<file path="config.mk">
export PLATFORM = sky130hd
export DESIGN_NAME = key_debounce
export DESIGN_NICKNAME = d
export VERILOG_FILES = /design/src/rtl/key_debounce.sv
export SDC_FILE = /design/constraint.sdc
export NUM_CORES = 1
export LEC_CHECK = 0
export CAP_MARGIN = 20
export CORE_ASPECT_RATIO = 1.4
export CORE_MARGIN = 2
export CORE_UTILIZATION = 29
export CTS_CLUSTER_SIZE = 10
export DETAILED_ROUTE_END_ITERATION = 6
export GPL_ROUTABILITY_DRIVEN = 0
export PLACE_DENSITY = 0.54
export SLEW_MARGIN = 30
export SYNTH_ARGS = -nofsm -noshare
export SYNTH_HDL_FRONTEND = slang
export SYNTH_SLANG_ARGS = --single-unit
</file>
<file path="constraint.sdc">
create_clock -name I_CLK -period 2.14 [get_ports I_CLK]
set_clock_uncertainty 0.1 [all_clocks]
set_input_delay 0.428 -clock I_CLK [delete_from_list [all_inputs] [get_ports I_CLK]]
set_output_delay 0.428 -clock I_CLK [all_outputs]
set_load 0.05 [all_outputs]
</file>
<file path="src/rtl/key_debounce.sv">
// key_debounce
// Debounces and edge-detects the raw tank-control push-buttons. The slow square
// wave from the clock divider is treated as data in the I_CLK domain: its
// synchronized rising edge forms a one-cycle sample strobe. Each key needs
// STABLE consecutive differing samples before its debounced level flips. The
// flip is accompanied by a registered one-cycle press or release pulse.
module key_debounce #(
    parameter int N_KEYS = 5,
    parameter int STABLE = 4
) (
    input  logic              I_CLK,
    input  logic              rst,
    input  logic              I_TICK,
    input  logic [N_KEYS-1:0] I_KEY,
    output logic [N_KEYS-1:0] O_KEY,
    output logic [N_KEYS-1:0] O_PRESS,
    output logic [N_KEYS-1:0] O_RELEASE
);

    // Wide enough to hold STABLE; STABLE=1 still gets a 1-bit counter.
    localparam int CW = $clog2(STABLE + 1);
    localparam logic [CW-1:0] CNT_LAST = CW'(STABLE - 1);

    logic              tick_s1;
    logic              tick_s2;
    logic              tick_d;
    logic [N_KEYS-1:0] key_s1;
    logic [N_KEYS-1:0] key_s2;
    logic [CW-1:0]     cnt [N_KEYS];
    logic              strobe;

    // Two-flop synchronizers for the divided clock and raw keys, plus the
    // delayed tick used for rising-edge detection. tick_d clears on reset, so a
    // tick that is already high at release still yields one strobe.
    always_ff @(posedge I_CLK) begin
        if (rst) begin
            tick_s1 <= 1'b0;
            tick_s2 <= 1'b0;
            tick_d  <= 1'b0;
            key_s1  <= '0;
            key_s2  <= '0;
        end else begin
            tick_s1 <= I_TICK;
            tick_s2 <= tick_s1;
            tick_d  <= tick_s2;
            key_s1  <= I_KEY;
            key_s2  <= key_s1;
        end
    end

    assign strobe = tick_s2 & ~tick_d;

    // Per-key agreement counters. The debounced level and its edge pulse
    // update on the same edge, so a pulse marks the first cycle of a new level.
    always_ff @(posedge I_CLK) begin
        if (rst) begin
            for (int i = 0; i < N_KEYS; i++) begin
                cnt[i] <= '0;
            end
            O_KEY     <= '0;
            O_PRESS   <= '0;
            O_RELEASE <= '0;
        end else begin
            O_PRESS   <= '0;
            O_RELEASE <= '0;
            if (strobe) begin
                for (int i = 0; i < N_KEYS; i++) begin
                    if (key_s2[i] == O_KEY[i]) begin
                        // an agreeing sample discards any partial train
                        cnt[i] <= '0;
                    end else if (cnt[i] == CNT_LAST) begin
                        O_KEY[i]     <= key_s2[i];
                        cnt[i]       <= '0;
                        O_PRESS[i]   <= key_s2[i];
                        O_RELEASE[i] <= ~key_s2[i];
                    end else begin
                        cnt[i] <= cnt[i] + CW'(1);
                    end
                end
            end
        end
    end

endmodule

</file>
# Word level (Yosys, flattened, before mapping)
# Memory sizes are Yosys's and may differ from the RTL's.
# Index checks and enable logic that the tools add are counted.
# classes
reduce_logical	10
bitwise	33
n_eq_ne	10
addsub	5
muxes	87
# ops
cell	n
$mux W1	72
$mux W3	15
$reduce_or A4 Y1	5
$not A1 Y1	17
$add A3 B1 Y3 const B	5
$eq A3 B2 Y1 const B	5
$or A1 B1 Y1	15
$reduce_and A3 Y1	5
$eq A1 B1 Y1	5
$and A1 B1 Y1	1
# word_totals
ram_bits	15
n_memories	1
out_inout_bits	15
reg_bits	28
# mem_list
name	depth	width	rd	rd_clocked_by_memory_dff	wr	line_no	rtl
cnt	5	3	5	0	5	29	logic [CW-1:0] cnt [N_KEYS];

# Logic depth before layout (Yosys ltp)
# logic_depth
depth_word	8
mapped_depth	5
ltp_nobuf	4

# Worst setup path before layout
# Ideal clock, no wire load.
# synth_timing
kind	register to register
startpoint	mem cnt[1][0] in the netlist's numbering
endpoint	mem cnt[1][0] in the netlist's numbering, enable pin
stages_incl_launch_ff	5
t_arrival_ps	1328
slack_ps	455
n_path_buf	0
setup_ps	258
cell_sequence	edfxtp_1 -> ha_1 -> ha_1 -> or3b_1 -> o22a_1
# synth_lines
element	line_no
start: declaration	29

# Final worst setup path
# layout_timing
startpoint	reg O_KEY[3]
endpoint	out O_KEY[3]
# layout_lines
element	line_no	rtl
start: declaration	15	output logic [N_KEYS-1:0] O_KEY,
start signal: indexed assignment	72	O_KEY[i] <= key_s2[i];
# No word-level cell between the ends.

==> impl_metrics.toml <==
[outcome]
status = "finished clean"

[setup_path]
crit_path_end_kind = "output pin"
required_ps = 1610
slowest_stage = "clkdlybuf4s50_1"
critPathMaxStageDelay_ps = 830
path_class = "reg -> out"
arrival_ps = 1540
path_cells = "clkdlybuf4s50_1"
cp_max_fo = 5
reg2reg_setup_slack_ps = 330
start_kind = "flop"
path_buf_inv = 1
crit_family = "buffers and inverters"

[synthesis]
synth_area_per_cell_um2 = 12.8
yosysTopAreaCellShare_pct = 30.7
yosys_warnings = 0
yosysTopAreaCell = "dfxtp_1"
synth_seq_cells = 43
async_reset_ff_share_pct = 0
synth_area_um2 = 1820
synth.distinct_cells = 21
synth-main-ff-cell = "dfxtp_1"
yosysSeqAreaShare_pct = 55.4
synth_common_cells = "dfxtp_1, edfxtp_1, ha_1, nor2b_1, nand2b_1"
synth_area_leaders = "dfxtp_1, edfxtp_1, ha_1"
syn_inst = 143
yosysMostFrequentCell = "dfxtp_1"
syn_nets = 165
synth_edf_count = 15

[clock_network]
clockRootBuffer = "clkbuf_8"
post_cts_buffers = 0
clk_pin_slew_ps = 80
cts_buffers = 5
cts.sinks = 43
tritoncts = "built"
cts-resized-gates = 0
clock_path_buffers = 2
htree_levels = 2
clk_latency_ps = 290
cts_hold_buffers = 0

[final_layout]
area_growth_pct = 21.6
final_core_util_pct = 36.0
final-instance-count-excl-fill = 243
drive_gt1_share_pct = 8.77
nNetsFinal = 192
num_antenna_cells = 0

[timing]
fmax_mhz = 484
maxSlewHeadroom_pct = 65.4
finalSetupViolCount = 0
finalHoldViolCount = 0
rsz0062_at_grt = "no"
max_slew.worst_pin.slew_ps = 519
totalNegativeSetupSlack_ps = 0
post-route-period-util_pct = 96.5
hold-worst-slack_ps = 341
period_minus_slack_ps = 2060
timing.final.max_slew_violations = 0

[global_route]
antenna_found_initial = 0
track_usage_pct = 10.1
grt_pass1_wl_mm = 5.62
grt_max_degree = 34
grt_overflow = 0
grt_pass1_vias = 1221

[routing]
vias = 1146
drtIter0Drc = 21
postRouteAntennaNets = 0
drt_pass1_iterations = 4
post-route-drc-count = 0
wl_per_cell_um = 13.0
viasPerCell = 4.72
routed_wl_mm = 3.16

[floorplan]
coreArea_um2 = 6170
start_util_pct = 29.6
dieArea_um2 = 6950
io_pins = 23
rows = 34
die_w_um = 71.0
dieHeight_um = 97.8

[power]
clkPwrFrac_pct = 33.7
swShare_pct = 22.0
cellPowerDensity_nw_per_um2 = 662
internal_power_mw = 1.15
p_seq_share_pct = 60.0
switching_power_mw = 0.323
power_leakage_nw = 0.858
pwr-share-comb_pct = 6.2
peakVddDrop_mv = 0.339

[placed_design]
io_buffers = 22
hpwl_mm = 2.34
dp.cells = 235

[min_path]
min_path_type = "reg -> reg"

[run]
drv_cap = 0
[cells in the final DEF, fill, tap and decap left out, drive strengths merged]
cell	instances
clkbuf	6
edfxtp	15
or3b	4
nand3b	5
clkinv	1
nor2b	14
and4b	10
buf	7
o22a	3
nand2b	11
xnor2	5
inv	6
o32a	1
mux2i	5
dfxtp	28
nor3b	1
clkdlybuf4s50	19
nor4	10
nor4b	5
or2	1
ha	14
[final cells by class]
class / count / area [µm²]
inverters: 5 / 18.8
flip-flops and latches: 43 / 1010
clock inverters: 2 / 11.3
repair buffers: 26 / 255
multi-input cells: 89 / 759
fillers: 590 / 3950
clock buffers: 6 / 72.6
well taps: 72 / 90.1
[flip-flops by register name (all words and copies together), names as in the netlist]
register and flops:
key_s1 5, cnt 15, O_RELEASE 5, O_PRESS 5
tick_s1 1, O_KEY 5, tick_s2 1, tick_d 1
key_s2 5
[stage by stage]
step | power (mW) | setup WS, ps | area, µm²
after floorplan | 0.956 | 455 | 1820
after global placement | 0.987 | 44.5 | 2130
after detailed placement | 0.995 | -40.7 | 2130
after CTS | 1.49 | 59.0 | 2220
after global routing | 1.54 | 19.6 | 2220
final | 1.47 | 75.3 | 2220
[power groups by stage]
stage / Combinational, mW / Clock (mW) / Sequential, mW
after detailed placement: 0.0930 / 0 / 0.902
after floorplan: 0.0601 / 0 / 0.896
after global placement: 0.0873 / 0 / 0.900
after global routing: 0.103 / 0.552 / 0.886
after CTS: 0.0929 / 0.519 / 0.883
final: 0.0916 / 0.496 / 0.882
[cells by family (layout without fill, tap and decap cells)]
group	Yosys count	count (layout)	share of synthesized area, %
flops	43	43	55.4
fa+ha+maj	14	14	9.60
simple gates	61	61	24.9
xor+xnor	5	5	2.40
mux	5	5	2.74
compound gates	4	4	1.99
buf+inv	11	39	2.95
[final timing paths]
check / startpoint / endpoint / depth (start not counted)
setup / recovery: O_KEY[3] / O_KEY[3] / 1
setup reg to reg: cnt[2][0] / cnt[2][2] / 4
hold / removal: tick_s1 / tick_s2 / 1
hold reg to reg: tick_s1 / tick_s2 / 1
[layer usage]
metal | track usage, % | part of all wire (%)
met2 | 18.8 | 55
met4 | 4.35 | 1.2
met5 | 0 | 0
met3 | 2.48 | 2.9
met1 | 10.5 | 41
Note: power is estimated with default switching activity, not from simulation.
